===== src/rtl/dev_sequencer.sv =====
// Command sequencer for the 4-bit device: queues mode/data/length commands,
// drives PE/D for the requested number of edges, then captures Q as a response.
module dev_sequencer #(
  parameter int unsigned DEPTH = 2,
  parameter int unsigned CNT_W = 4
) (
  input  logic             clk,
  input  logic             r,
  input  logic             cmd_valid,
  output logic             cmd_ready,
  input  logic [1:0]       cmd_mode,
  input  logic [3:0]       cmd_data,
  input  logic [CNT_W-1:0] cmd_cycles,
  output logic             rsp_valid,
  input  logic             rsp_ready,
  output logic [3:0]       rsp_q,
  output logic [1:0]       PE,
  output logic [3:0]       D,
  input  logic [3:0]       Q,
  output logic             busy
);

  localparam int unsigned AW = (DEPTH > 1) ? $clog2(DEPTH) : 1;
  localparam int unsigned OW = AW + 1;

  typedef enum logic [1:0] {
    IDLE = 2'd0,
    RUN  = 2'd1,
    CAPT = 2'd2
  } state_e;

  state_e           state_q, state_d;
  logic [CNT_W-1:0] cnt_q, cnt_d;
  logic [1:0]       pe_q, pe_d;
  logic [3:0]       dat_q, dat_d;
  logic [3:0]       rsp_data_q, rsp_data_d;
  logic             rsp_valid_q, rsp_valid_d;
  logic             ready_q, ready_d;
  logic             busy_q, busy_d;

  logic [1:0]       mode_mem [DEPTH];
  logic [3:0]       data_mem [DEPTH];
  logic [CNT_W-1:0] cyc_mem  [DEPTH];
  logic [AW-1:0]    wr_ptr_q, wr_ptr_d;
  logic [AW-1:0]    rd_ptr_q, rd_ptr_d;
  logic [OW-1:0]    count_q, count_d;

  logic             push;
  logic             pop;
  logic             fifo_empty;

  // FIFO payload storage; contents are don't-care until pushed.
  always_ff @(posedge clk) begin
    if (push) begin
      mode_mem[wr_ptr_q] <= cmd_mode;
      data_mem[wr_ptr_q] <= cmd_data;
      cyc_mem[wr_ptr_q]  <= cmd_cycles;
    end
  end

  always_ff @(posedge clk or negedge r) begin
    if (!r) begin
      state_q     <= IDLE;
      cnt_q       <= '0;
      pe_q        <= '0;
      dat_q       <= '0;
      rsp_data_q  <= '0;
      rsp_valid_q <= 1'b0;
      ready_q     <= 1'b1;
      busy_q      <= 1'b0;
      wr_ptr_q    <= '0;
      rd_ptr_q    <= '0;
      count_q     <= '0;
    end else begin
      state_q     <= state_d;
      cnt_q       <= cnt_d;
      pe_q        <= pe_d;
      dat_q       <= dat_d;
      rsp_data_q  <= rsp_data_d;
      rsp_valid_q <= rsp_valid_d;
      ready_q     <= ready_d;
      busy_q      <= busy_d;
      wr_ptr_q    <= wr_ptr_d;
      rd_ptr_q    <= rd_ptr_d;
      count_q     <= count_d;
    end
  end

  always_comb begin
    state_d     = state_q;
    cnt_d       = cnt_q;
    pe_d        = pe_q;
    dat_d       = dat_q;
    rsp_data_d  = rsp_data_q;
    rsp_valid_d = rsp_valid_q;
    fifo_empty  = (count_q == '0);
    push        = cmd_valid && ready_q;
    pop         = 1'b0;

    if (rsp_valid_q && rsp_ready) begin
      rsp_valid_d = 1'b0;
    end

    case (state_q)
      IDLE: begin
        // Pop only once the response slot is free (or freeing on this edge).
        if (!fifo_empty && (!rsp_valid_q || rsp_ready)) begin
          pop     = 1'b1;
          pe_d    = mode_mem[rd_ptr_q];
          dat_d   = data_mem[rd_ptr_q];
          cnt_d   = cyc_mem[rd_ptr_q];
          state_d = RUN;
        end
      end
      RUN: begin
        if (cnt_q == '0) begin
          pe_d    = '0;
          state_d = CAPT;
        end else begin
          cnt_d = cnt_q - CNT_W'(1);
        end
      end
      CAPT: begin
        rsp_data_d  = Q;
        rsp_valid_d = 1'b1;
        state_d     = IDLE;
      end
      default: begin
        pe_d    = '0;
        state_d = IDLE;
      end
    endcase

    wr_ptr_d = push ? wr_ptr_q + AW'(1) : wr_ptr_q;
    rd_ptr_d = pop  ? rd_ptr_q + AW'(1) : rd_ptr_q;
    count_d  = count_q + OW'(push) - OW'(pop);
    ready_d  = (count_d != OW'(DEPTH));
    busy_d   = (state_d != IDLE) || (count_d != '0);
  end

  assign cmd_ready = ready_q;
  assign busy      = busy_q;
  assign PE        = pe_q;
  assign D         = dat_q;
  assign rsp_valid = rsp_valid_q;
  assign rsp_q     = rsp_data_q;

endmodule


===== config.mk =====
export PLATFORM = sky130hd
export DESIGN_NAME = dev_sequencer
export DESIGN_NICKNAME = d
export VERILOG_FILES = /design/src/rtl/dev_sequencer.sv
export SDC_FILE = /design/constraint.sdc
export NUM_CORES = 1
export LEC_CHECK = 0
export CAP_MARGIN = 25
export CORE_UTILIZATION = 44
export DETAILED_ROUTE_END_ITERATION = 10
export PLACE_DENSITY_LB_ADDON = 0.2
export SYNTH_ARGS = -nofsm -noshare
export SYNTH_HDL_FRONTEND = slang
export SYNTH_SLANG_ARGS = --single-unit

===== constraint.sdc =====
create_clock -name clk -period 2.9 [get_ports clk]
set_input_delay 0.58 -clock clk [delete_from_list [all_inputs] [get_ports clk]]
set_output_delay 0.58 -clock clk [all_outputs]
set_load 0.01 [all_outputs]

==> reports/results.txt <==
Core Rows - 23
Final hold vios - 0
Num CTS Buffers - 5
CP startpoint - count_q[1]$_DFF_PN0_
CTS tree - done
Synth area leaders - edfxtp_1 33%, dfrtp_1 30%, mux2_2 5.5%
Share of layout cells above drive strength 1 - 16.0%
Fin nets - 189
Post-route setup slack - 0.574 ns
Routability cong. - 0.784
Cells after Synth - 132
Max Freq - 430 MHz
Sequential fraction of the synthesis area - 64.1%
Setup crit end - cmd_ready$_DFF_PN1_
Die area - 4440 um2
Antenna viol nets, final - 0
Hold Crit Class - flop to flop
Max-cap violations - 0
Global Route Usage Sum - 19.4%
Clock Sinks - 43
Slew Viols, Final - 0
Routed WL per cell - 16.4 um
Final Cycle Share - 80.2%
Finish-stage setup viols - 0
Clock power share - 15.3%
Die W - 66.6 um
Cell variety after synth - 42
Routed wire length - 3590 um
Min Tclk post-route - 2.33 ns
Post-cts sizing count - 0
Total negative setup slack - 0 ns
Worst skew pair latency - 0.30 ns
Reg-to-Reg End - cmd_ready$_DFF_PN1_
Hold buffers post-CTS - 0
Clock slew seen by the registers of the worst setup and hold paths - 0.07 ns
H-tree depth - 2
Post-Synthesis Mean Instance Area - 13.9 um2
Required time of the critical path - 3.12 ns
Crit path max fanout - 10
Crit start category - flop
Starting Density - 45.9%
N_diodes - 0
Reg power frac - 43.7%
Setup slack, reg-to-reg - 0.57 ns
Worst-Margin Slew - 0.649 ns
Worst Clk Skew - 0.00913 ns
Combinational power share - 41.0%
Synth warn - 0
Io pins - 31
Core area - 4000 um2
Clock root cell - clkbuf_8
RSZ-0062 raised after global routing - false
Vias - 1192
Sw Ratio - 35.3%
Worst r2r src - count_q[1]$_DFF_PN0_
Vias/cell - 5.44
Initial antenna violation count - 0
Largest net degree at the start of global routing - 24
Vias in the first global route - 1279
Die Y - 66.6 um
Synth Register Bits - 43
Net Sw Power - 0.834 mW
Internal Power - 1.53 mW
Ys async rst share - 53.5%
Hpwl dp - 2570 um
Initial DRC count - 45
Post-Syn Area - 1840 um2
Dominant cell type by area after synthesis - edfxtp_1
Syn nets - 153
Drt drc - 0
CTS max path bufs - 2
P_leak - 0.889 nW
Outcome - completed
Worst slack, placed - 0.269 ns
Post-CTS setup repair buffer count - 0
P&R area growth vs syn - 23.3%
Slew HR - 56.7%
DRT Pass-1 Iters - 4
Type of the worst setup path - flop to flop
First-pass GRT wire length - 6010 um
Port-buffer cells - 30
CP arrival - 2.55 ns
Cells on worst reg2reg path - 9
Worst Setup End Kind - flop
Number of flops mapped to enable cells by yosys - 20
Post-synth top area share - 32.7%
Total grt overflow - 0
Ys flop type - dfrtp_1
Pwr Density - 1040 nW/um2
VDD IR max - 0.000532 V
[cell usage in the layout (no fill, tap or decap), types with 2 or more instances in the layout]
master	Yosys	layout
nand3_1	2	2
nor2_1	6	6
clkbuf_8	1	5
xor2_1	2	2
nand4_1	3	3
ha_1	3	3
clkdlybuf4s50_1	0	30
nor4_1	3	3
inv_1	8	8
mux2i_1	5	5
a21oi_1	6	6
clkinv_1	0	2
buf_4	1	3
mux2_2	9	9
o311ai_0	3	3
dfrtp_1	22	22
or2_2	3	3
edfxtp_1	20	20
xnor2_1	4	4
nand2b_1	2	2
o211ai_1	2	2
a31oi_1	5	5
[worst max-delay path: stages, from the launching register on]
cell and delay [ns]:
dfrtp_1 0.38, or2_0 0.53, nand3_4 0.18, inv_2 0.15, ha_1 0.24, inv_1 0.06
ha_1 0.15, xor2_1 0.17, xnor2_1 0.12, or2_2 0.28
[worst min-delay path by stage]
| stage | from | end | slack [ns] | cells after the start |
|---|---|---|---|---|
| floorplan | r | D[0]$_DFFE_PN0P_ | 0.28 | 0 |
| global placement | wr_ptr_q$_DFFE_PN0P_ | wr_ptr_q$_DFFE_PN0P_ | 0.49 | 1 |
| detailed placement | wr_ptr_q$_DFFE_PN0P_ | wr_ptr_q$_DFFE_PN0P_ | 0.48 | 1 |
| CTS | wr_ptr_q$_DFFE_PN0P_ | wr_ptr_q$_DFFE_PN0P_ | 0.50 | 1 |
| global route | wr_ptr_q$_DFFE_PN0P_ | wr_ptr_q$_DFFE_PN0P_ | 0.53 | 1 |
| finish | wr_ptr_q$_DFFE_PN0P_ | wr_ptr_q$_DFFE_PN0P_ | 0.49 | 1 |
[cell families after synthesis]
| logic type | Yosys count | synth area share, % |
|---|---|---|
| AOI/OAI and AO/OA | 23 | 8.71 |
| xor gates and xnor gates | 6 | 2.86 |
| adders and majority gates | 3 | 2.04 |
| buffers and inverters | 13 | 3.88 |
| DFF | 43 | 64.1 |
| muxes | 14 | 8.24 |
| and+or+nand+nor | 30 | 10.2 |
[layout make-up]
type	instances	area, um2
Timing Repair Buffer	33	323
Sequential cell	43	1180
Fill cell	329	1730
Clock buffer	6	72.6
Inverter	9	33.8
Tap cell	50	62.6
Multi-Input combinational cell	76	589
Clock inverter	2	7.51
[power by group through the flow]
stage,clock [mW],combinational [mW],sequential (mW)
finish,0.360,0.968,1.03
global route,0.395,1.08,1.06
CTS,0.368,0.978,1.03
detailed placement,0,0.974,1.04
global placement,0,0.928,1.03
floorplan,0,0.666,1.01
[cell usage after synthesis (2+ instances only)]
| cell type | count |
|---|---|
| ha_1 | 3 |
| xnor2_1 | 4 |
| a31oi_1 | 5 |
| o311ai_0 | 3 |
| a21oi_1 | 6 |
| o211ai_1 | 2 |
| xor2_1 | 2 |
| or2_2 | 3 |
| mux2_2 | 9 |
| edfxtp_1 | 20 |
| inv_1 | 8 |
| nand3_1 | 2 |
| nand2b_1 | 2 |
| nor2_1 | 6 |
| mux2i_1 | 5 |
| nor4_1 | 3 |
| nand4_1 | 3 |
| dfrtp_1 | 22 |
[routing by layer]
metal | GRT usage [%] | wire (um) | vias up
met5 | 0 | 0 | -
met4 | 8.24 | 76 | 0
met3 | 6.85 | 150 | 9
met2 | 31.2 | 1850 | 31
met1 | 23.3 | 1510 | 593
li1 | - | - | 559
[registers in the layout, summed over array words and instances, names as in the netlist]
signal     cells
rsp_q          4
busy           1
cyc_mem        8
rsp_valid      1
D              4
state_q        2
cmd_ready      1
wr_ptr_q       1
mode_mem       4
PE             2
data_mem       8
rd_ptr_q       1
cnt_q          4
count_q        2
[through the flow]
step                hold WS, ns  instances  utilization [%]  area, um2  power [mW]
floorplan                 0.284        132                -       1840        1.68
global placement          0.488        211             54.6       2190        1.96
detailed placement        0.484        211             54.6       2190        2.02
CTS                       0.498        219             56.6       2270        2.38
global route              0.528        219             56.6       2270        2.53
finish                    0.494        219             56.6       2270        2.36
Note: power is estimated with default switching activity, not from simulation.
